===== src/rtl/spi_fifo_lvl.sv =====
// Synchronous FIFO with level count, almost-full/empty thresholds and sticky error flags.
// Define SPI_FIFO_FWFT_EN for first-word-fall-through read data; default is a registered read.
module spi_fifo_lvl #(
  parameter int DEPTH  = 8,
  parameter int DWIDTH = 8,
  parameter int AF_LVL = DEPTH - 1,
  parameter int AE_LVL = 1
) (
  input  logic                         i_clk,
  input  logic                         flush,
  input  logic                         buff_WEn,
  input  logic                         buff_REn,
  input  logic [DWIDTH-1:0]            dataIn,
  input  logic                         clr_err,
  output logic [DWIDTH-1:0]            dataOut,
  output logic                         full,
  output logic                         empty,
  output logic                         almost_full,
  output logic                         almost_empty,
  output logic [$clog2(DEPTH+1)-1:0]   level,
  output logic                         overflow,
  output logic                         underflow
);

  localparam int PW = $clog2(DEPTH);
  localparam int LW = $clog2(DEPTH + 1);

  logic [DWIDTH-1:0] mem_q [DEPTH];
  logic [PW-1:0]     wr_ptr_q, wr_ptr_d;
  logic [PW-1:0]     rd_ptr_q, rd_ptr_d;
  logic [LW-1:0]     level_q, level_d;
  logic              ovf_q, ovf_d;
  logic              unf_q, unf_d;
  logic              wr_acc, rd_acc;

  assign full         = (level_q == LW'(DEPTH));
  assign empty        = (level_q == '0);
  assign almost_full  = (level_q >= LW'(AF_LVL));
  assign almost_empty = (level_q <= LW'(AE_LVL));
  assign level        = level_q;
  assign overflow     = ovf_q;
  assign underflow    = unf_q;

  // A write into a full FIFO is still accepted when a read frees the slot in the same edge.
  assign wr_acc = buff_WEn && (!full || buff_REn);
  assign rd_acc = buff_REn && !empty;

  always_comb begin
    wr_ptr_d = wr_ptr_q;
    rd_ptr_d = rd_ptr_q;
    level_d  = level_q;
    ovf_d    = ovf_q;
    unf_d    = unf_q;
    if (flush) begin
      wr_ptr_d = '0;
      rd_ptr_d = '0;
      level_d  = '0;
      ovf_d    = 1'b0;
      unf_d    = 1'b0;
    end else begin
      if (wr_acc)
        wr_ptr_d = (wr_ptr_q == PW'(DEPTH - 1)) ? '0 : wr_ptr_q + PW'(1);
      if (rd_acc)
        rd_ptr_d = (rd_ptr_q == PW'(DEPTH - 1)) ? '0 : rd_ptr_q + PW'(1);
      if (wr_acc && !rd_acc)
        level_d = level_q + LW'(1);
      else if (rd_acc && !wr_acc)
        level_d = level_q - LW'(1);
      // A new error event outranks a simultaneous clear.
      if (clr_err) begin
        ovf_d = 1'b0;
        unf_d = 1'b0;
      end
      if (buff_WEn && full && !buff_REn)
        ovf_d = 1'b1;
      if (buff_REn && empty)
        unf_d = 1'b1;
    end
  end

  always_ff @(posedge i_clk) begin
    wr_ptr_q <= wr_ptr_d;
    rd_ptr_q <= rd_ptr_d;
    level_q  <= level_d;
    ovf_q    <= ovf_d;
    unf_q    <= unf_d;
  end

  // Storage has no reset; flush only rewinds the pointers.
  always_ff @(posedge i_clk) begin
    if (!flush && wr_acc)
      mem_q[wr_ptr_q] <= dataIn;
  end

`ifdef SPI_FIFO_FWFT_EN
  assign dataOut = empty ? '0 : mem_q[rd_ptr_q];
`else
  logic [DWIDTH-1:0] dout_q, dout_d;

  always_comb begin
    dout_d = dout_q;
    if (flush)
      dout_d = '0;
    else if (rd_acc)
      dout_d = mem_q[rd_ptr_q];
  end

  always_ff @(posedge i_clk) begin
    dout_q <= dout_d;
  end

  assign dataOut = dout_q;
`endif

endmodule


===== config.mk =====
export PLATFORM = sky130hd
export DESIGN_NAME = spi_fifo_lvl
export DESIGN_NICKNAME = d
export VERILOG_FILES = /design/src/rtl/spi_fifo_lvl.sv
export SDC_FILE = /design/constraint.sdc
export NUM_CORES = 1
export LEC_CHECK = 0
export CAP_MARGIN = 40
export CORE_MARGIN = 2
export CORE_UTILIZATION = 51
export CTS_CLUSTER_DIAMETER = 200
export DETAILED_ROUTE_END_ITERATION = 7
export PLACE_DENSITY = 0.72
export SETUP_SLACK_MARGIN = 0.1
export SLEW_MARGIN = 40
export SYNTH_ARGS = -nofsm -noshare
export SYNTH_HDL_FRONTEND = slang
export SYNTH_SLANG_ARGS = --single-unit

===== constraint.sdc =====
create_clock -name i_clk -period 2.1 [get_ports i_clk]
set_clock_uncertainty 0.05 [all_clocks]
set_input_delay 0.315 -clock i_clk [delete_from_list [all_inputs] [get_ports i_clk]]
set_output_delay 0.315 -clock i_clk [all_outputs]
set_load 0.03 [all_outputs]

==> impl_metrics.toml <==
[worst_setup_path]
path_class = "reg2reg"
crit_path_start_kind = "register"
end_kind = "register"
cp.arrival_ns = 2.01
cp_max_fo = 4
cp.required_ns = 2.11

[logic_synthesis]
ys_types = 36
synth_nets = 245
synthesis.area_sq_um = 3400
synth_seq_area_share_pct = 68.3
synth_compound_area_share_pct = 7.83
synth-simple-area-share_pct = 7.43
synthArstFlopShare_pct = 0
synth_fa_ha_area_share_pct = 2.94
synthMuxAreaShare_pct = 10.6
synth-seq-cells = 84
yosys_warnings = 0
ys.flop_type = "edfxtp_1"
syn_area_per_cell_sq_um = 15.2
synth_edf_count = 64
synth_top_family_by_area = "multiplexers"
syn-instance-count = 224
synth-xor-area-share_pct = 0.772

[power_and_ir_drop]
comb_power_share_pct = 35.5
p_leak_nw = 1.51
p_int_mw = 3.44
p_sw_mw = 1.57
power_per_cell_area_nw_per_um2 = 1160
p_clk_share_pct = 23.6
p_seq_share_pct = 40.9
swShare_pct = 31.4
vdd_drop_max_mv = 0.869
power_mw = 5.01

[grt]
grt_pass1_wl_um = 10100
grt_overflow_total = 0
grt_pass1_vias = 2065
grt_max_degree = 36
antenna_found_initial = 0
track_usage_pct = 19.1

[die]
core_sq_um = 6390
die_h_um = 85.7
pin_count = 31
die_area_sq_um = 7340
initial_core_util_pct = 53.3
num_rows = 29
dieWidth_um = 85.7

[cts]
clockBufferDepth = 2
ctsHoldBuffers = 0
clk_pin_slew_ns = 0.08
clockRootBuffer = "clkbuf_8"
clk_latency_ns = 0.34
cts_buffers = 9
htreeDepth = 3
tritoncts = "built"
cts_sinks = 84

[timing]
timing_hold_violations_final = 0
period_share_pct = 95.3
fin_ws_ns = 0.0981
final.min_clock_period_ns = 2.00
slew_violations = 0
rsz0062_at_grt = "yes"
timing.slew.headroom_pct = 59.8
setup-violations-final = 0
fmax_mhz = 500
worst_pin_slew_ns = 0.601

[route]
wire_per_inst_um = 18.0
vias = 2040
drc = 0
drtIter0Drc = 85
ant_nets = 0
drt_first_pass_iters = 4
vias_per_cell = 5.62
drt-total-wl_um = 6540

[run]
maxCapViolCount = 0

[final_layout]
fillers = 452
areaGrowthSynthToFinish_pct = 26.5
drive_gt1_share_pct = 24.8
antennaDiodeCount = 0
nets = 303

[place]
dpl.hpwl_um = 4300
place_congestion = 0.781
port_buffers = 30
dp_slack_ns = -0.0570

[status]
status = "complete, no violations"

[worst_hold_path]
worst_hold_path_type = "reg2reg"
## worst paths after layout
path,endpoint,start,cells past startpoint,slack (ns)
max,mem_q[2][7],level[1],8,0.1
min,dataOut[4],dataOut[4],1,0.42
max reg2reg,mem_q[2][7],level[1],8,0.1
min reg2reg,dataOut[4],dataOut[4],1,0.42
## worst max-delay path, stage by stage, from the launching register on
cell,delay [ns]
dfxtp_4,0.37
inv_4,0.04
ha_4,0.16
nand3b_1,0.12
o21ai_2,0.08
buf_4,0.14
or3b_4,0.46
nor3_4,0.15
buf_4,0.17
## repair_timing
action | in CTS | in global routing
setup buffers | 5 | 1
setup endpoints to repair | 5 | 37
resized for setup | 6 | 9
pin swaps | 4 | 7
## cell type report
cell class	instances	area, sq um	area share [%]
multi-input cells	126	1110	25.7
flip-flops and latches	84	2330	54.2
inverters	4	17.5	0.407
clock buffers	10	128	2.97
clock inverters	5	78.8	1.83
repair buffers	57	542	12.6
well taps	77	96.3	2.24
## routing by layer
layer  vias to the layer above  routed length, um  track usage, %
met5                         -                  0               0
met4                         0                 65            8.37
met3                         4                255            5.87
met2                        43               3460            31.7
met1                      1021               2760            23.0
li1                        972                  -               -
## synth_stat cells (2+ instances only)
master / n / share of area [%]
edfxtp_1: 64 / 56
mux2i_1: 36 / 11
dfxtp_1: 20 / 12
a22oi_1: 16 / 3.5
nor2_1: 16 / 1.8
a32o_1: 8 / 2.4
ha_1: 8 / 2.9
a21oi_1: 7 / 1.0
inv_1: 4 / 0.44
nand2_1: 4 / 0.44
nand2b_1: 4 / 0.74
buf_1: 3 / 0.33
buf_4: 3 / 0.66
nor2b_1: 3 / 0.55
or3_1: 3 / 0.55
buf_2: 2 / 0.29
nand3b_1: 2 / 0.44
nor3_1: 2 / 0.29
xor2_1: 2 / 0.51
## power by group through the flow
| stage | clock network, mW | logic [mW] | registers [mW] |
|---|---|---|---|
| floorplan | 0 | 1.01 | 2.25 |
| global placement | 0 | 1.67 | 2.10 |
| detailed placement | 0 | 1.69 | 2.11 |
| CTS | 1.21 | 1.75 | 2.05 |
| global route | 1.27 | 1.91 | 2.06 |
| finish | 1.18 | 1.78 | 2.05 |
## state kept, by name, indices dropped and copies added, names as in the netlist
signal,flops
overflow,1
wr_ptr_q,3
dataOut,8
rd_ptr_q,3
level,4
mem_q,64
underflow,1
## stage by stage
stage	TNS [ns]	hold WS [ns]	cells	area (sq um)	util (%)
final	0	0.420	363	4300	67.4
after global routing	0	0.443	363	4300	67.4
after CTS	0	0.423	362	4280	67.0
after detailed placement	-0.0570	0.404	342	4040	63.2
after global placement	-0.00442	0.399	342	4040	63.2
after floorplan	-0.0595	0.327	224	3490	-
## kinds of logic after synthesis
family	after synthesis
xor+xnor	3
mux	36
simple gates	44
flops	84
fa+ha+maj	8
compound gates	35
buf+inv	14
## placed cells by master (no fill, tap or decap), types with 2 or more instances in the layout
master / instances
buf_4: 23
a21oi_1: 7
mux2i_1: 36
buf_12: 4
nor3_4: 2
dfxtp_2: 3
dfxtp_1: 15
ha_4: 2
or3_1: 3
edfxtp_1: 64
nor2b_1: 3
bufinv_16: 2
nor2_2: 4
nor2_1: 10
ha_1: 6
nand3b_1: 2
nand2b_1: 3
nor2_4: 3
a32o_1: 8
xor2_1: 2
clkbuf_8: 9
dfxtp_4: 2
clkdlybuf4s50_1: 26
clkbuf_2: 2
a22oi_1: 16
inv_2: 2
clkinv_2: 2
nand2_1: 4
Note: power is estimated with default switching activity, not from simulation.
